===== src/rtl/vx_dispatch_lane_serializer_if.sv =====
// vx_dispatch_lane_serializer_if: dispatch packet input bundle and lane-batch beat output bundle
interface vx_dispatch_lane_serializer_if #(
  parameter int NUM_THREADS = 4,
  parameter int NUM_LANES   = 2,
  parameter int XLEN        = 32,
  parameter int HDR_W       = 64
);
  localparam int BATCHES = NUM_THREADS / NUM_LANES;
  localparam int PID_W   = BATCHES > 1 ? $clog2(BATCHES) : 1;
  logic                        in_valid;
  logic                        in_ready;
  logic [HDR_W-1:0]            in_hdr;
  logic [NUM_THREADS-1:0]      in_tmask;
  logic [NUM_THREADS*XLEN-1:0] in_rs1, in_rs2, in_rs3;
  logic                        out_valid;
  logic                        out_ready;
  logic [HDR_W-1:0]            out_hdr;
  logic [NUM_LANES-1:0]        out_tmask;
  logic [NUM_LANES*XLEN-1:0]   out_rs1, out_rs2, out_rs3;
  logic [PID_W-1:0]            out_pid;
  logic                        out_sop;
  logic                        out_eop;
  modport slave (
    input  in_valid, in_hdr, in_tmask, in_rs1, in_rs2, in_rs3, out_ready,
    output in_ready, out_valid, out_hdr, out_tmask, out_rs1, out_rs2, out_rs3, out_pid, out_sop, out_eop
  );
  modport master (
    output in_valid, in_hdr, in_tmask, in_rs1, in_rs2, in_rs3, out_ready,
    input  in_ready, out_valid, out_hdr, out_tmask, out_rs1, out_rs2, out_rs3, out_pid, out_sop, out_eop
  );
endinterface


===== src/rtl/vx_dispatch_lane_serializer.sv =====
// vx_dispatch_lane_serializer: buffers one dispatch packet and replays its non-empty lane batches as tagged beats
module vx_dispatch_lane_serializer #(
  parameter int NUM_THREADS = 4,
  parameter int NUM_LANES   = 2,
  parameter int XLEN        = 32,
  parameter int HDR_W       = 64
) (
  input logic clk,
  input logic reset_n,
  vx_dispatch_lane_serializer_if.slave bus
);
  localparam int BATCHES = NUM_THREADS / NUM_LANES;
  localparam int PID_W   = BATCHES > 1 ? $clog2(BATCHES) : 1;
  typedef enum logic {IDLE, SEND} state_t;
  state_t                      r_state, w_next;
  logic [HDR_W-1:0]            r_hdr;
  logic [NUM_THREADS-1:0]      r_tmask;
  logic [NUM_THREADS*XLEN-1:0] r_rs1, r_rs2, r_rs3;
  logic [PID_W-1:0]            r_pid, w_first, w_above;
  logic                        r_sop, w_has_above, w_fire, w_eop, w_acc;
  // An all-zero mask falls back to batch 0 so the packet still produces one beat.
  always_comb begin
    w_first     = '0;
    w_above     = r_pid;
    w_has_above = 1'b0;
    for (int b = BATCHES - 1; b >= 0; b--) begin
      if (|bus.in_tmask[b*NUM_LANES +: NUM_LANES]) w_first = PID_W'(b);
      if (b > int'(r_pid) && |r_tmask[b*NUM_LANES +: NUM_LANES]) begin
        w_above     = PID_W'(b);
        w_has_above = 1'b1;
      end
    end
  end
  assign bus.out_valid = r_state == SEND;
  assign w_eop         = bus.out_valid & ~w_has_above;
  assign w_fire        = bus.out_valid & bus.out_ready;
  assign bus.in_ready  = (r_state == IDLE) | (w_fire & w_eop);
  assign w_acc         = bus.in_valid & bus.in_ready;
  always_comb begin
    w_next = r_state;
    w_next = w_acc ? SEND : (w_fire & w_eop) ? IDLE : r_state;
  end
  always_ff @(posedge clk or negedge reset_n) begin
    if (!reset_n) begin
      r_state <= IDLE;
      r_pid   <= '0;
      r_sop   <= 1'b0;
    end else begin
      r_state <= w_next;
      if (w_acc) begin
        r_pid <= w_first;
        r_sop <= 1'b1;
      end else if (w_fire & ~w_eop) begin
        r_pid <= w_above;
        r_sop <= 1'b0;
      end
    end
  end
  always_ff @(posedge clk) begin
    if (w_acc) begin
      r_hdr   <= bus.in_hdr;
      r_tmask <= bus.in_tmask;
      r_rs1   <= bus.in_rs1;
      r_rs2   <= bus.in_rs2;
      r_rs3   <= bus.in_rs3;
    end
  end
  assign bus.out_hdr   = r_hdr;
  assign bus.out_tmask = r_tmask[int'(r_pid)*NUM_LANES +: NUM_LANES];
  assign bus.out_rs1   = r_rs1[int'(r_pid)*NUM_LANES*XLEN +: NUM_LANES*XLEN];
  assign bus.out_rs2   = r_rs2[int'(r_pid)*NUM_LANES*XLEN +: NUM_LANES*XLEN];
  assign bus.out_rs3   = r_rs3[int'(r_pid)*NUM_LANES*XLEN +: NUM_LANES*XLEN];
  assign bus.out_pid   = r_pid;
  assign bus.out_sop   = bus.out_valid & r_sop;
  assign bus.out_eop   = w_eop;
  a_first_beat: assert property (@(posedge clk) disable iff (!reset_n)
    w_acc |=> bus.out_valid && bus.out_sop);
  a_pid_rises: assert property (@(posedge clk) disable iff (!reset_n)
    w_fire && !w_eop |=> bus.out_valid && !bus.out_sop && bus.out_pid > $past(bus.out_pid));
  a_stall_hold: assert property (@(posedge clk) disable iff (!reset_n)
    bus.out_valid && !bus.out_ready |=> bus.out_valid && $stable(bus.out_pid) && $stable(bus.out_hdr) && $stable(bus.out_sop));
endmodule


===== src/flat_wrapper.sv =====
// flat-port wrapper written by rule: the top's interface ports become plain ports
module vx_dispatch_lane_serializer_flat 
#(
  parameter int NUM_THREADS = 4,
  parameter int NUM_LANES   = 2,
  parameter int XLEN        = 32,
  parameter int HDR_W       = 64
)
  (clk, reset_n, bus_in_valid, bus_in_hdr, bus_in_tmask, bus_in_rs1, bus_in_rs2, bus_in_rs3, bus_out_ready, bus_in_ready, bus_out_valid, bus_out_hdr, bus_out_tmask, bus_out_rs1, bus_out_rs2, bus_out_rs3, bus_out_pid, bus_out_sop, bus_out_eop);
  vx_dispatch_lane_serializer_if #(.NUM_THREADS(NUM_THREADS), .NUM_LANES(NUM_LANES), .XLEN(XLEN), .HDR_W(HDR_W)) bus_i ();
  input logic clk;
  input logic reset_n;
  input wire logic [$bits(bus_i.in_valid)-1:0] bus_in_valid;
  input wire logic [$bits(bus_i.in_hdr)-1:0] bus_in_hdr;
  input wire logic [$bits(bus_i.in_tmask)-1:0] bus_in_tmask;
  input wire logic [$bits(bus_i.in_rs1)-1:0] bus_in_rs1;
  input wire logic [$bits(bus_i.in_rs2)-1:0] bus_in_rs2;
  input wire logic [$bits(bus_i.in_rs3)-1:0] bus_in_rs3;
  input wire logic [$bits(bus_i.out_ready)-1:0] bus_out_ready;
  output wire logic [$bits(bus_i.in_ready)-1:0] bus_in_ready;
  output wire logic [$bits(bus_i.out_valid)-1:0] bus_out_valid;
  output wire logic [$bits(bus_i.out_hdr)-1:0] bus_out_hdr;
  output wire logic [$bits(bus_i.out_tmask)-1:0] bus_out_tmask;
  output wire logic [$bits(bus_i.out_rs1)-1:0] bus_out_rs1;
  output wire logic [$bits(bus_i.out_rs2)-1:0] bus_out_rs2;
  output wire logic [$bits(bus_i.out_rs3)-1:0] bus_out_rs3;
  output wire logic [$bits(bus_i.out_pid)-1:0] bus_out_pid;
  output wire logic [$bits(bus_i.out_sop)-1:0] bus_out_sop;
  output wire logic [$bits(bus_i.out_eop)-1:0] bus_out_eop;
  assign bus_i.in_valid = bus_in_valid;
  assign bus_i.in_hdr = bus_in_hdr;
  assign bus_i.in_tmask = bus_in_tmask;
  assign bus_i.in_rs1 = bus_in_rs1;
  assign bus_i.in_rs2 = bus_in_rs2;
  assign bus_i.in_rs3 = bus_in_rs3;
  assign bus_i.out_ready = bus_out_ready;
  assign bus_in_ready = bus_i.in_ready;
  assign bus_out_valid = bus_i.out_valid;
  assign bus_out_hdr = bus_i.out_hdr;
  assign bus_out_tmask = bus_i.out_tmask;
  assign bus_out_rs1 = bus_i.out_rs1;
  assign bus_out_rs2 = bus_i.out_rs2;
  assign bus_out_rs3 = bus_i.out_rs3;
  assign bus_out_pid = bus_i.out_pid;
  assign bus_out_sop = bus_i.out_sop;
  assign bus_out_eop = bus_i.out_eop;
  vx_dispatch_lane_serializer #(.NUM_THREADS(NUM_THREADS), .NUM_LANES(NUM_LANES), .XLEN(XLEN), .HDR_W(HDR_W)) u_core (.clk(clk), .reset_n(reset_n), .bus(bus_i));
endmodule

===== config.mk =====
export PLATFORM = sky130hd
export DESIGN_NAME = vx_dispatch_lane_serializer_flat
export DESIGN_NICKNAME = d
export VERILOG_FILES = /design/src/rtl/vx_dispatch_lane_serializer_if.sv /design/src/rtl/vx_dispatch_lane_serializer.sv /design/src/flat_wrapper.sv
export SDC_FILE = /design/constraint.sdc
export NUM_CORES = 1
export LEC_CHECK = 0
export BUFFER_PORTS_ARGS = -buffer_cell sky130_fd_sc_hd__buf_2
export CAP_MARGIN = 20
export CORE_AREA = 2 2 280 282
export DETAILED_ROUTE_END_ITERATION = 10
export DIE_AREA = 0 0 282 284
export MAX_ROUTING_LAYER = met4
export SKIP_CTS_REPAIR_TIMING = 1
export SYNTH_ARGS = -nofsm -noshare
export SYNTH_HDL_FRONTEND = slang
export SYNTH_SLANG_ARGS = --single-unit

===== constraint.sdc =====
create_clock -name clk -period 68.2 [get_ports clk]
set_input_delay 0 -clock clk [delete_from_list [all_inputs] [get_ports clk]]
set_output_delay 0 -clock clk [all_outputs]
set_load 0.1 [all_outputs]

# ---- After elaboration in Yosys (flattened, before gate mapping)
# Index checks and enable logic that the tools add are counted.
dict set report word_totals {
  register_bits 455
  input_bits 456
  output_inout_bits 263
  word_cells 41
}
dict set report op_classes {
  order_cmp 1
  shifts 4
  mux 10
  bitwise_logic 10
  n_reduce_logical 8
}
# operator count
set op_table {}
lappend op_table {{variable part select 128 x 8 -> 64 bit} 3}
lappend op_table {{2-to-1 mux 1 bit} 10}
lappend op_table {{bitwise AND 1 bit} 6}
lappend op_table {{nonzero test 2 bit} 3}
lappend op_table {{OR reduction 2 bit} 3}
lappend op_table {{variable part select 4 x 3 -> 2 bit} 1}
lappend op_table {{NOT 1 bit} 3}
lappend op_table {{AND reduction 2 bit} 1}
lappend op_table {{greater-than comparator 1 bit (first input constant)} 1}
lappend op_table {{logical AND 1 bit} 1}
lappend op_table {{OR 1 bit} 1}

# ---- Depth between registers and ports, before layout
dict set report depth {
  word_depth 10
  mapped_depth 4
  ltp_nobuf 3
}

# ---- Least setup slack after synthesis
# OpenSTA, ideal clock, no wires.
dict set report synth_path {
  path_kind {register to register}
  startpoint {register u_core.r_pid (netlist: u_core.bus.out_pid)}
  endpoint {register u_core.r_hdr[0] (netlist: u_core.bus.out_hdr[0]), enable pin}
  setup_ns 1.330
  t_arrival_ns 21.257
  required_time_ns 66.870
  setup_slack_ns 45.614
  path_stages_with_launch 5
  n_path_buf 1
  synth_period_minus_slack_ns 22.586
  path_cell_list {dfrtp_1 buf_6 o21bai_1 a21oi_1 nor2b_1}
}
dict set report synth_between {
  elab_chain_len 8
}
# item line_no
set synth_lines {}
lappend synth_lines {{start: declaration} vx_dispatch_lane_serializer.sv:19} ;# logic [PID_W-1:0] r_pid, w_first, w_above;
lappend synth_lines {{start signal: assignment} vx_dispatch_lane_serializer.sv:51} ;# r_pid <= w_first;
lappend synth_lines {{start signal: assignment} vx_dispatch_lane_serializer.sv:54} ;# r_pid <= w_above;
lappend synth_lines {{greater-than comparator 1 bit} vx_dispatch_lane_serializer.sv:28} ;# if (b > int'(r_pid) && |r_tmask[b*NUM_LANES +: NUM_LANES]) begin
lappend synth_lines {{logical AND 1 bit} vx_dispatch_lane_serializer.sv:28}
lappend synth_lines {{2-to-1 mux 1 bit} vx_dispatch_lane_serializer.sv:28}
lappend synth_lines {{NOT 1 bit} vx_dispatch_lane_serializer.sv:35} ;# assign w_eop = bus.out_valid & ~w_has_above;
lappend synth_lines {{bitwise AND 1 bit} vx_dispatch_lane_serializer.sv:35}
lappend synth_lines {{bitwise AND 1 bit} vx_dispatch_lane_serializer.sv:37} ;# assign bus.in_ready = (r_state == IDLE) | (w_fire & w_eop);
lappend synth_lines {{OR 1 bit} vx_dispatch_lane_serializer.sv:37}
lappend synth_lines {{bitwise AND 1 bit} vx_dispatch_lane_serializer.sv:38} ;# assign w_acc = bus.in_valid & bus.in_ready;
lappend synth_lines {{net u_core.w_acc} vx_dispatch_lane_serializer.sv:20} ;# logic r_sop, w_has_above, w_fire, w_eop, w_acc;
lappend synth_lines {{end signal: assignment} vx_dispatch_lane_serializer.sv:61} ;# r_hdr <= bus.in_hdr;
lappend synth_lines {{end: declaration} vx_dispatch_lane_serializer.sv:16} ;# logic [HDR_W-1:0] r_hdr;
# The timed path passes the listed nets, and every way through them passes these cells.
# A chain may end at the register's enable or synchronous reset.

# ---- Worst setup path in the final report
dict set report layout_path {
  startpoint {register u_core.r_pid (netlist: u_core.bus.out_pid)}
  endpoint {register u_core.r_rs3[103], enable pin}
}
dict set report layout_between {
  elab_chain_len 8
}
# item line_no
set layout_lines {}
lappend layout_lines {{greater-than comparator 1 bit} vx_dispatch_lane_serializer.sv:28}
lappend layout_lines {{logical AND 1 bit} vx_dispatch_lane_serializer.sv:28}
lappend layout_lines {{2-to-1 mux 1 bit} vx_dispatch_lane_serializer.sv:28}
lappend layout_lines {{NOT 1 bit} vx_dispatch_lane_serializer.sv:35}
lappend layout_lines {{bitwise AND 1 bit} vx_dispatch_lane_serializer.sv:35}
lappend layout_lines {{bitwise AND 1 bit} vx_dispatch_lane_serializer.sv:37}
lappend layout_lines {{OR 1 bit} vx_dispatch_lane_serializer.sv:37}
lappend layout_lines {{bitwise AND 1 bit} vx_dispatch_lane_serializer.sv:38}
lappend layout_lines {{net u_core.w_acc} vx_dispatch_lane_serializer.sv:20}
lappend layout_lines {{end signal: assignment} vx_dispatch_lane_serializer.sv:65} ;# r_rs3 <= bus.in_rs3;
lappend layout_lines {{end: declaration} vx_dispatch_lane_serializer.sv:18} ;# logic [NUM_THREADS*XLEN-1:0] r_rs1, r_rs2, r_rs3;
# The timed path passes the listed nets, and every way through them passes these cells.

==> out/metrics.cfg <==
[outcome]
status=completed

[worst_hold_path]
hold_class=in -> reg
hp-start=bus_in_rs2[64]

[finish]
num-nets-final=2356
drive_gt1_share_pct=51.4
syn_to_final_growth_pct=65.6

[global_routing]
antenna_found_initial=4
top_usage_layer=met2
grt_start_max_net_pins=164
use_met1_pct=11.3
grt.overflow.total=0
track_usage_pct=10.7
grt_pass1_wl_um=62200
use_met2_pct=18.2
grt_pass1_vias=10081
use_met3_pct=3.37

[timing]
slew_violations=0
hold_viol_final=0
fmaxAchievable_mhz=198
slew_headroom_pct=29.4
finalCriticalPeriod_ns=5.04
finalSetupTns_ns=0
rsz0062_at_grt=false
fin_crit_sh_pct=7.39
setup_violations=0
skew_ns=0.00767
worstMarginPinSlew_ns=1.06

[pwr]
finalPower_w=0.00101
p_int_w=0.000592
power_density_nw_per_um2=36.6
p_sw_share_pct=41.6
comb_power_share_pct=38.5
leakage_nw=11.3
switchingPower_w=0.000422
seq_power_share_pct=34.8
vdd.ir_drop.worst_mv=0.0234
p_clk_share_pct=26.7

[route]
wl_per_cell_um=17.0
firstDrtPassIters=4
routed_via_density=3.78
wirelength_um=50800
drcViolationCount=0
ant_nets=0
via_count=11279
drt-initial-drc-count=543

[placement]
hpwl_um=33300
gp_congestion=0.871
port_buffers=718

[cts]
cts_buffers=50
clkLatencyLatePin_ns=0.58
cts.sinks=455
clock_path_buffers=3
htree_levels=2
clk_pin_slew_ns=0.06
cts-root-buf=clkbuf_16
cts_tree=yes

[critical_path]
required_ns=68.39
cp_max_fo=81
r2r_start=u_core.bus.out_pid
crit_type=reg -> reg
setup.worst_path.start=u_core.bus.out_pid
critPathArrivalTime_ns=5.24
end_kind=flip-flop
critPathLaunchType=flip-flop

[synthesis]
synthesis.instances=688
synth_commonest_cells=edfxtp_1 (452), mux2_4 (149), mux2_2 (45)
ys_async_sr_fraction_pct=0.659
synth_edf_count=452
ys_types=18
syn-mean-instance-area_um2=24.3
synthFlopType=edfxtp_1
yosysWarnings=0
synth_area_leaders=edfxtp_1 (81%), mux2_4 (13%), mux2_2 (3.0%)
yosysTopAreaCell=edfxtp_1
yosys.area.top_type_share_pct=81.2
syn-num-nets=1144
ys_seq_elements=455
synth.most_common_cell=edfxtp_1
syn-cell-area_um2=16700
yosysSeqAreaShare_pct=81.7

[floorplan]
die_w_um=282
die_h_um=284
floorplan.initialDensity_pct=21.7
io_pins=719
coreArea_um2=77000
num_rows=102
die_area_um2=80100

[job]
drv_cap=0

-- placed cells by master (no fill, tap or decap), types with 2 or more instances in the layout --
| cell type | instances |
|---|---|
| a21oi_1 | 2 |
| and2_1 | 2 |
| buf_2 | 718 |
| buf_4 | 7 |
| bufinv_16 | 6 |
| clkbuf_1 | 4 |
| clkbuf_16 | 51 |
| clkinv_1 | 15 |
| clkinv_2 | 9 |
| clkinv_4 | 2 |
| clkinvlp_4 | 4 |
| dfrtp_1 | 2 |
| diode_2 | 3 |
| dlygate4sd3_1 | 456 |
| edfxtp_1 | 452 |
| inv_1 | 2 |
| mux2_2 | 45 |
| mux2_4 | 149 |
| nand2_1 | 2 |
| nor2_1 | 2 |
-- through the flow --
| step | hold WS [ns] | instance area (um2) | cells | util (%) | setup WS, ns |
|---|---|---|---|---|---|
| CTS | -0.839 | 23100 | 2524 | 30.0 | 63.13 |
| global route | 0.0974 | 27700 | 2983 | 36.0 | 62.78 |
| global placement | -0.200 | 21500 | 2432 | 27.9 | 63.33 |
| finish | 0.127 | 27700 | 2983 | 36.0 | 63.16 |
| detailed placement | -0.198 | 21500 | 2432 | 27.9 | 63.14 |
| floorplan | -0.296 | 16700 | 688 | - | 45.61 |
-- final cells by class --
type	instances	area [um2]
sequential	455	13700
inverter	2	7.51
antenna	3	7.51
clock buffer	55	1290
multi-input combinational	209	2840
tap	1040	1300
fill	7135	49300
timing repair buffer	1182	8230
clock inverter	37	338
-- state kept, by name, indices dropped and copies added, names as in the netlist --
name                  flops
u_core.r_sop              1
u_core.bus.out_pid        1
u_core.bus.out_valid      1
u_core.bus.out_hdr       64
u_core.r_rs3            128
u_core.r_rs2            128
u_core.r_tmask            4
u_core.r_rs1            128
-- worst max-delay path, cell delays in order (launching register included) --
cell      delay, ns
dfrtp_4        1.09
o21bai_1       0.27
a21oi_1        0.18
nor2b_4        0.60
buf_4          0.70
buf_4          0.72
buf_4          0.90
-- cells by family (layout without fill, tap and decap cells) --
logic type | Yosys count | in the layout | synth area share [%]
buf+inv | 24 | 1276 | 1.38
other cells | 0 | 3 | 0
simple gates | 10 | 10 | 0.322
compound gates | 5 | 5 | 0.225
mux | 194 | 194 | 16.4
flops | 455 | 455 | 81.7
-- layer usage --
layer	share of wire (%)	wire length, um
met1	37	18900
met2	51	26100
met3	7.9	4020
met4	3.6	1810
met5	0	0
-- power groups by stage --
| stage | Combinational (W) | Clock [W] | Sequential [W] |
|---|---|---|---|
| finish | 0.000390 | 0.000271 | 0.000353 |
| global placement | 0.000367 | 0 | 0.000357 |
| CTS | 0.000370 | 0.000278 | 0.000353 |
| floorplan | 0.000298 | 0 | 0.000398 |
| detailed placement | 0.000369 | 0 | 0.000358 |
| global route | 0.000401 | 0.000289 | 0.000355 |
-- worst paths after layout --
check	endpoint	slack, ns	cells after the start
worst max-delay path	u_core.r_rs3[103]	63.16	6
worst min register to register	u_core.r_sop	0.52	2
worst max register to register	u_core.r_rs3[103]	63.16	6
min in group asynchronous	u_core.r_sop	0.31	3
worst min-delay path	u_core.r_rs2[64]	0.13	2
max in group asynchronous	u_core.bus.out_pid	67.72	3
Power figures use the tool's default switching activity.
